$ cat config.mk
export PLATFORM = sky130hd
export DESIGN_NAME = alu_4bit_flat
export DESIGN_NICKNAME = d
export VERILOG_FILES = /design/src/rtl/alu_4bit_if.sv /design/src/rtl/alu_4bit.sv /design/src/flat_wrapper.sv
export SDC_FILE = /design/constraint.sdc
export NUM_CORES = 1
export LEC_CHECK = 0
export ABC_AREA = 1
export CAP_MARGIN = 20
export CORE_AREA = 2 2 44 42
export CTS_CLUSTER_DIAMETER = 120
export CTS_CLUSTER_SIZE = 28
export DETAILED_ROUTE_END_ITERATION = 8
export DIE_AREA = 0 0 46 44
export PLACE_DENSITY = 0.62
export SYNTH_ARGS = -nofsm -noshare
export SYNTH_HDL_FRONTEND = slang
export SYNTH_SLANG_ARGS = --single-unit
$ cat constraint.sdc
create_clock -name clk -period 3.75 [get_ports clk]
set_input_delay 0.75 -clock clk [delete_from_list [all_inputs] [get_ports clk]]
set_output_delay 0.75 -clock clk [all_outputs]
set_load 0.02 [all_outputs]
$ cat src/rtl/alu_4bit_if.sv
// alu_4bit_if - operand/result bundle for the registered 4-bit ALU.
//
// Signals:
//   a, b   operands (unsigned, WIDTH bits)
//   cin    carry-in, only meaningful for ADD/SUB
//   s_op   operation select (00 ADD, 01 SUB, 10 AND, 11 OR)
//   z      registered result
//   cout   registered carry-out
//   zero   registered flag, high when z is all zeros
//   ovf    registered two's-complement overflow flag
//
// The master side drives operands and reads results; the slave side is the ALU.
interface alu_4bit_if #(
  parameter int WIDTH = 4
);
  logic [WIDTH-1:0] a;
  logic [WIDTH-1:0] b;
  logic             cin;
  logic [1:0]       s_op;
  logic [WIDTH-1:0] z;
  logic             cout;
  logic             zero;
  logic             ovf;

  modport master (
    output a, b, cin, s_op,
    input  z, cout, zero, ovf
  );

  modport slave (
    input  a, b, cin, s_op,
    output z, cout, zero, ovf
  );
endinterface

$ cat src/rtl/alu_4bit.sv
// alu_4bit - registered ALU with ripple-carry adder/subtractor and two logic ops.
//
// Ports:
//   clk    rising-edge clock
//   rst_n  synchronous active-low reset (z=0, cout=0, zero=1, ovf=0)
//   bus    alu_4bit_if slave modport: a, b, cin, s_op in; z, cout, zero, ovf out
//
// Operands sampled at a rising edge produce results that are visible right after
// that edge and held until the next one: one-cycle latency, one operation per cycle.
module alu_4bit #(
  parameter int WIDTH = 4
) (
  input logic        clk,
  input logic        rst_n,
  alu_4bit_if.slave  bus
);

  typedef enum logic [1:0] {
    OP_ADD = 2'b00,
    OP_SUB = 2'b01,
    OP_AND = 2'b10,
    OP_OR  = 2'b11
  } opSel_e;

  opSel_e           opSel;
  logic [WIDTH-1:0] bAdj;
  logic [WIDTH-1:0] propagate;
  logic [WIDTH-1:0] gen;
  logic [WIDTH-1:0] sum;
  logic [WIDTH:0]   carry;

  logic [WIDTH-1:0] z_d, z_q;
  logic             cout_d, cout_q;
  logic             zero_d, zero_q;
  logic             ovf_d, ovf_q;

  assign opSel = opSel_e'(bus.s_op);

  // Subtraction reuses the adder: b is inverted going in and cin supplies the +1
  // (or not, giving a-b-1), so there is only one carry chain in the design.
  assign bAdj     = (opSel == OP_SUB) ? ~bus.b : bus.b;
  assign carry[0] = bus.cin;

  // One full-adder slice per bit; the carry ripples from bit 0 upward, with each
  // slice forming its own propagate/generate terms.
  for (genvar gi = 0; gi < WIDTH; gi++) begin : gSlice
    assign propagate[gi] = bus.a[gi] ^ bAdj[gi];
    assign gen[gi]       = bus.a[gi] & bAdj[gi];
    assign sum[gi]       = propagate[gi] ^ carry[gi];
    assign carry[gi+1]   = gen[gi] | (propagate[gi] & carry[gi]);
  end

  // Next-state selection. Overflow is the disagreement between the carry into the
  // MSB and the carry out of it, which is exactly signed overflow for ADD/SUB.
  // Logic ops never report a carry or an overflow.
  always_comb begin
    z_d    = '0;
    cout_d = 1'b0;
    ovf_d  = 1'b0;
    case (opSel)
      OP_ADD, OP_SUB: begin
        z_d    = sum;
        cout_d = carry[WIDTH];
        ovf_d  = carry[WIDTH] ^ carry[WIDTH-1];
      end
      OP_AND: z_d = bus.a & bus.b;
      OP_OR:  z_d = bus.a | bus.b;
      default: z_d = '0;
    endcase
    zero_d = (z_d == '0);
  end

  // Result registers. Reset wins over whatever operation is presented in the same
  // cycle, so an in-flight result is simply dropped.
  always_ff @(posedge clk) begin
    if (!rst_n) begin
      z_q    <= '0;
      cout_q <= 1'b0;
      zero_q <= 1'b1;
      ovf_q  <= 1'b0;
    end else begin
      z_q    <= z_d;
      cout_q <= cout_d;
      zero_q <= zero_d;
      ovf_q  <= ovf_d;
    end
  end

  assign bus.z    = z_q;
  assign bus.cout = cout_q;
  assign bus.zero = zero_q;
  assign bus.ovf  = ovf_q;

endmodule

$ cat src/flat_wrapper.sv
// flat-port wrapper written by rule: the top's interface ports become plain ports
module alu_4bit_flat 
#(
  parameter int WIDTH = 4
)
  (clk, rst_n, bus_a, bus_b, bus_cin, bus_s_op, bus_z, bus_cout, bus_zero, bus_ovf);
  alu_4bit_if #(.WIDTH(WIDTH)) bus_i ();
  input logic clk;
  input logic rst_n;
  input wire logic [$bits(bus_i.a)-1:0] bus_a;
  input wire logic [$bits(bus_i.b)-1:0] bus_b;
  input wire logic [$bits(bus_i.cin)-1:0] bus_cin;
  input wire logic [$bits(bus_i.s_op)-1:0] bus_s_op;
  output wire logic [$bits(bus_i.z)-1:0] bus_z;
  output wire logic [$bits(bus_i.cout)-1:0] bus_cout;
  output wire logic [$bits(bus_i.zero)-1:0] bus_zero;
  output wire logic [$bits(bus_i.ovf)-1:0] bus_ovf;
  assign bus_i.a = bus_a;
  assign bus_i.b = bus_b;
  assign bus_i.cin = bus_cin;
  assign bus_i.s_op = bus_s_op;
  assign bus_z = bus_i.z;
  assign bus_cout = bus_i.cout;
  assign bus_zero = bus_i.zero;
  assign bus_ovf = bus_i.ovf;
  alu_4bit #(.WIDTH(WIDTH)) u_core (.clk(clk), .rst_n(rst_n), .bus(bus_i));
endmodule
==> summary.md <==
| Metric | Value |
|---|---|
| Outcome | completed |
| Max-Cap Viols | 0 |
| Hold slack | 1.205 ns |
| TritonCTS Buffers | 3 |
| Worst endpoint required time | 3.93 ns |
| Clock input transition at the sequential cells of the worst setup and hold paths | 0.05 ns |
| Setup slack at placement | 0.03641 ns |
| GPL Wtd Cong | 0.7669 |
| # nets final | 107 |
| Ys Warns | 0 |
| H-Tree Depth | 1 |
| Initial antenna violation count | 0 |
| Final worst setup slack | 0.2977 ns |
| Hold path depth | 3 |
| Synth-to-layout area growth | 51.59% |
| FF+latch count, synth | 7 |
| Final period demand of the worst path | 3.452 ns |
| Die Y | 44 um |
| Max Clk Rate | 0.2897 GHz |
| Hold_sp | rst_n |
| Leakage Power | 0.3608 nW |
| Mapped Avg Cell Area | 7.276 um^2 |
| Post-Syn Area | 473.0 um^2 |
| Library cells used by synthesis | 17 |
| Final period utilization | 0.9206 |
| DR vias/cell | 4.200 |
| Synth Area in Adders | 0.1693 |
| Worst stage delay on the critical path | 0.44 ns |
| Setup bufs post-CTS | 0 |
| CTS resizes | 0 |
| IO Port Bufs | 19 |
| Worst-margin pin slew | 0.2103 ns |
| Power per cell area | 331.7 mW/mm^2 |
| Seq/Total Area, Yosys | 0.2963 |
| CP delay by family, top | adder cells |
| Antenna cells | 0 |
| Synthesized Nets | 82 |
| Crit. End Element | flop |
| Core area | 0.001577 mm^2 |
| Worst path bufs/invs | 3 |
| Crit path launch | bus_s_op[1] |
| Worst setup SP type | primary input |
| Root buffer cell | clkbuf_4 |
| Max-slew headroom | 0.8594 |
| Fraction of layout cells with a size suffix above 1 | 0.07865 |
| Area fraction of the dominant cell type after synthesis | 0.2963 |
| WS Path Type | in -> reg |
| CTS Buffer Depth | 2 |
| First-pass GRT wire length | 1.393 mm |
| Initial core utilization | 0.3000 |
| HP Class | in -> reg |
| Largest cells by area after synthesis | dfxtp_1 30%, fa_1 17%, nand2_1 13% |
| CTS tree | built |
| Post-Syn Instances | 65 |
| VDD IR max | 0.1013 mV |
| GR Overflow Total | 0 |
| Cts-stage hold buffer count | 0 |
| Compound-Gate Fraction of Synth Area | 0.03704 |
| Cell count along the critical path | 14 |
| Filler cell count | 168 |
| Total Power | 0.2378 mW |
| Post-synthesis xor/xnor area fraction | 0.07407 |
| 1st-iter DRT viols | 3 |
| Maximum number of pins on one net before global-route repair | 8 |
| Combinational family with the most area after synthesis | simple AND/OR/NAND/NOR gates |
| Row cnt | 14 |
| Final WL | 903 um |
| Gr usage total | 0.09892 |
| Max FO, Critical Path | 5 |
| Hpwl dp | 783.7 um |
| Final setup fails | 0 |
| DR WL/cell | 8.600 um |
| # IOs | 20 |
| Multiplexer share of the synthesized area | 0 |
| RSZ-0062 raised after global routing | no |
| Synth Area in Simple Gates | 0.2963 |
| Via count | 441 |
| Final Max Slew Viols | 0 |
| Residual DRC | 0 |
| DR pass1 iterations | 2 |
| Data arrival, critical path | 3.63 ns |
| Crit-path cells | clkdlybuf4s50_1 -> inv_2 -> nand2_2 -> xor2_1 -> fa_1 -> fa_1 -> fa_1 -> inv_1 -> fa_1 -> nand2_1 -> nand2_1 -> nand2_1 -> nand2_1 -> nor2_1 |
| Fin util | 0.4548 |
| Slowest cell on crit path | clkdlybuf4s50_1 |
| Vias in the first global route | 353 |
| Antenna-violating nets left | 0 |
| Setup TNS | 0 ns |
| Final hold violations | 0 |
| Number of clock sinks | 7 |
| Yosys top cell by area | dfxtp_1 |
| Die X-Extent | 46 um |
| DIE AREA | 0.002024 mm^2 |
-- worst paths after layout --
path / endpoint
worst min-delay path: u_core.bus.z[1]$_SDFF_PN0_
worst max-delay path: u_core.bus.zero$_SDFF_PN1_
-- registers in the layout (all words and copies together), names as in the netlist --
signal	cells
u_core.bus.ovf	1
u_core.bus.z	4
u_core.bus.cout	1
u_core.bus.zero	1
-- per-stage QoR --
stage	std cells	cell area, um^2
floorplan	65	473.0
global placement	101	690.7
detailed placement	101	690.7
CTS	105	716.9
global route	105	716.9
finish	105	716.9
-- power by group --
group | switching [mW] | internal, mW | leakage [nW] | total (mW)
Clock | 0.0241 | 0.0404 | 0.0150 | 0.0645
Combinational | 0.0445 | 0.0439 | 0.288 | 0.0884
Sequential | 0.00166 | 0.0833 | 0.0581 | 0.0849
Total | 0.0702 | 0.168 | 0.361 | 0.238
-- cells by family (layout without fill, tap and decap cells) --
logic type,count (synthesis),in the layout
adders and majority gates,4,4
buffers and inverters,16,40
xor gates and xnor gates,4,4
AOI/OAI and AO/OA,3,3
and+or+nand+nor,31,31
DFF,7,7
-- routing by layer --
metal	track usage	vias to the layer above	routed length, um
met1	0.1196	185	419
met4	0.08571	0	0
met5	0	-	0
met2	0.1472	15	430
met3	0.01667	0	53
li1	-	241	-
-- cells in the mapped netlist, drive strengths merged --
cell and instances:
fa 4, or2 2, a21oi 2, inv 15, o211ai 1, dfxtp 7, xnor2 1, nand2 18
nand4 2, nor3 1, nor2 4, clkinv 1, xor2 3, nand3 4
-- layout make-up --
class	instances	area (um^2)	area share
multi-input combinational	42	272.8	0.3805
inverter	16	60.06	0.08377
tap	16	20.02	0.02792
clock buffer	4	26.28	0.03665
timing repair buffer	20	197.7	0.2757
sequential	7	140.1	0.1955
-- layout by cell type, fill, tap and decap left out, types with 2 or more instances in the layout --
master and instances:
a21oi_1 2, clkbuf_4 3, clkdlybuf4s50_1 19, dfxtp_1 7, fa_1 4, inv_1 14
nand2_1 17, nand3_1 3, nand4_1 2, nor2_1 4, or2_1 2, xor2_1 3
Power figures use the tool's default switching activity.
==> RTL edit 1: new RTL, same flow settings <==
Make the reset (`rst_n`) asynchronous in one clocked block. Comments in the files are not updated.
--- a/src/rtl/alu_4bit.sv
+++ b/src/rtl/alu_4bit.sv
@@ -72,7 +72,7 @@
 
   // Result registers. Reset wins over whatever operation is presented in the same
   // cycle, so an in-flight result is simply dropped.
-  always_ff @(posedge clk) begin
+  always_ff @(posedge clk or negedge rst_n) begin
     if (!rst_n) begin
       z_q    <= '0;
       cout_q <= 1'b0;
Function: differs if rst_n is asserted again (counterexample within 4 cycles, from zero or initial values and one cycle with rst_n low); with rst_n held inactive, the same outputs for 10 cycles.
==> RTL edit 1 against the original RTL <==
Synthesized area increased by 7.4%; combinational power rose by 18%; wire length down 6.8%; via count fell by 0.23%; total power up 8.6%; setup slack gained 0.18 ns; design area grew 4.4%; sequential cell count unchanged; clock power is 0.9% lower; critical endpoint is now u_core.bus.zero; largest cell class unchanged.
==> RTL edit 1: results <==
group,metric,value,unit
run_status,status,"complete, no violations",
pwr,power.switching,0.0785,mW
detailed_routing,viasPerCell,4.23,
placed_design,gp_congestion,0.753,
setup_path,crit_path_end,"u_core.bus.zero",
yosys,synth_xor_area_share,8.62,%
timing,slew_headroom,81.1,%
yosys,synth_flop_cell,"dfrtp_1",
cells_and_area,buffers_excl_clock,21,
cells_and_area,multi_input_area_share,35.8,%
global_route,met2_usage,19.2,%
yosys,synthArstFlopShare,100,%
worst_hold_path,min_path_type,"primary input to async pin",
global_route,grt_usage,10.5,%
cells_and_area,nNetsFinal,106,
global_route,grt_pass1_vias,425,
placed_design,hpwl,765,µm
cells_and_area,finish.utilization,47.5,%
cells_and_area,inv_count,14,
global_route,grt_pass1_wl,1.50,mm
detailed_routing,first_pass_iters,4,
global_route,grt_use_met3,1.25,%
yosys,synthAdderAreaFrac,15.8,%
cells_and_area,clock_area_share,3.51,%
detailed_routing,wl_met3,48,µm
timing,max_freq,0.306,GHz
cells_and_area,signal_buffer_area_fraction,27.4,%
pwr,power.leakage,0.373,nW
placed_design,pre_cts_slack,0.199,ns
yosys,synth_compound_area_share,1.97,%
detailed_routing,met1_length,317,µm
setup_path,slowest_delay,0.57,ns
cells_and_area,fin_cells,104,
yosys,synthTopCellsByCount,"nand2_1 (15), inv_1 (11), nor2_1 (10)",
yosys,seq_area_frac_synth,34.7,%
setup_path,startpoint,"bus_s_op[0]",
yosys,ys_types,16,
cells_and_area,layout-drive-gt1-share,13.6,%
RTL edit 1: cell types whose count changed after synthesis, moves of 2 or more:
| cell | before | now |
|---|---|---|
| nand4_1 | 2 | 0 |
| dfrtp_1 | 0 | 6 |
| inv_2 | 1 | 3 |
| xnor2_1 | 1 | 3 |
| nor2_2 | 0 | 2 |
| dfxtp_1 | 7 | 0 |
| nor2_1 | 4 | 10 |
| inv_1 | 14 | 11 |
| nand2_1 | 17 | 15 |
| or2_1 | 2 | 0 |
RTL edit 1: power groups by stage:
stage / logic [mW] / registers [mW] / clock network (mW)
after floorplan: 0.0441 / 0.107 / 0
after global placement: 0.105 / 0.0910 / 0
after detailed placement: 0.106 / 0.0912 / 0
after CTS: 0.106 / 0.0902 / 0.0672
after global routing: 0.120 / 0.0911 / 0.0705
final: 0.104 / 0.0900 / 0.0639
==> RTL edit 2: new RTL, config.mk and constraints unchanged <==
Made on the original files. `WIDTH` is set to 4 in 3 places; all go to 5.
--- a/src/rtl/alu_4bit_if.sv
+++ b/src/rtl/alu_4bit_if.sv
@@ -11,7 +11,7 @@
 //
 // The master side drives operands and reads results; the slave side is the ALU.
 interface alu_4bit_if #(
-  parameter int WIDTH = 4
+  parameter int WIDTH = 5
 );
   logic [WIDTH-1:0] a;
   logic [WIDTH-1:0] b;
--- a/src/rtl/alu_4bit.sv
+++ b/src/rtl/alu_4bit.sv
@@ -8,7 +8,7 @@
 // Operands sampled at a rising edge produce results that are visible right after
 // that edge and held until the next one: one-cycle latency, one operation per cycle.
 module alu_4bit #(
-  parameter int WIDTH = 4
+  parameter int WIDTH = 5
 ) (
   input logic        clk,
   input logic        rst_n,
--- a/src/flat_wrapper.sv
+++ b/src/flat_wrapper.sv
@@ -1,7 +1,7 @@
 // flat-port wrapper written by rule: the top's interface ports become plain ports
 module alu_4bit_flat 
 #(
-  parameter int WIDTH = 4
+  parameter int WIDTH = 5
 )
   (clk, rst_n, bus_a, bus_b, bus_cin, bus_s_op, bus_z, bus_cout, bus_zero, bus_ovf);
   alu_4bit_if #(.WIDTH(WIDTH)) bus_i ();
Interface: changed (resized bus_a, bus_b and bus_z); port bits go from 20 to 23. The function was not compared with the original's and may differ.
==> RTL edit 2 against the original RTL <==
Total power grew 14%; sequential cell count rose by 1; combinational power up 30%; wire length increased by 34%; setup slack lost 0.089 ns; design area up 27%; synthesized area increased by 28%; non-clock buffer count grew 7; critical path type unchanged; critical endpoint unchanged.
==> RTL edit 2: results <==
group,metric,value,unit
worst_hold_path,hold_path_end,"u_core.bus.zero",
timing,worst_pin_slew,0.230,ns
yosys,synth_xor_area_share,7.23,%
pwr,swShare,30.8,%
pwr,cellPowerDensity,298,nW/µm²
cells_and_area,largest_reg_flops,5,
run_status,status,"complete, no violations",
detailed_routing,drtIter0Drc,2,
worst_hold_path,hold_path_depth,2,
yosys,synthAdderAreaFrac,16.5,%
pwr,seqPwrFrac,35.3,%
placed_design,dp.cells,122,
yosys,synth_compound_area_share,4.13,%
placed_design,gp_congestion,0.722,
setup_path,arrival,3.73,ns
global_route,grt_pass1_wl,2.05,mm
pwr,p_clk_share,22.5,%
cells_and_area,final_area,910,µm²
yosys,synthTopCellsByArea,"dfxtp_1 (26%), fa_1 (17%), inv_1 (13%), nand2_1 (8.7%), xor2_1 (7.2%)",
global_route,met2_usage,23.3,%
detailed_routing,route.met2.wl,632,µm
placed_design,placed_area,872,µm²
detailed_routing,wl_met3,33,µm
timing,max_freq,0.282,GHz
placed_design,pre_cts_slack,-0.127,ns
global_route,grt_pass1_vias,508,
detailed_routing,first_pass_iters,3,
cells_and_area,fill_cells,150,
detailed_routing,met1_length,541,µm
RTL edit 2: changes by cell type in the layout (fill, tap and decap cells not counted), moves of 3 or more:
cell             unedited run  this run
clkdlybuf4s50_1            19        22
buf_4                       1         5
nand2_1                    17        14
inv_1                      14        21
nand2_2                     1         4
fa_2                        0         3
RTL edit 2: final cells by class:
cell class,instances,area share [%]
Multi-Input combinational cell,49,40.3
Timing Repair Buffer,27,28.3
Sequential cell,8,17.6
Inverter,22,9.08
Clock buffer,3,2.48
Tap cell,16,2.20
RTL edit 2: critical path: cells and delay by family:
family | cells | cell delay (ns)
and+or+nand+nor | 3 | 0.24
buffers and inverters | 4 | 0.65
adders and majority gates | 5 | 1.68
AOI/OAI and AO/OA | 1 | 0.23
xor gates and xnor gates | 1 | 0.16
RTL edit 2: cell families after synthesis:
group                      after synthesis
DFF                                      8
xor gates and xnor gates                 5
adders and majority gates                5
and+or+nand+nor                         35
buffers and inverters                   23
AOI/OAI and AO/OA                        4
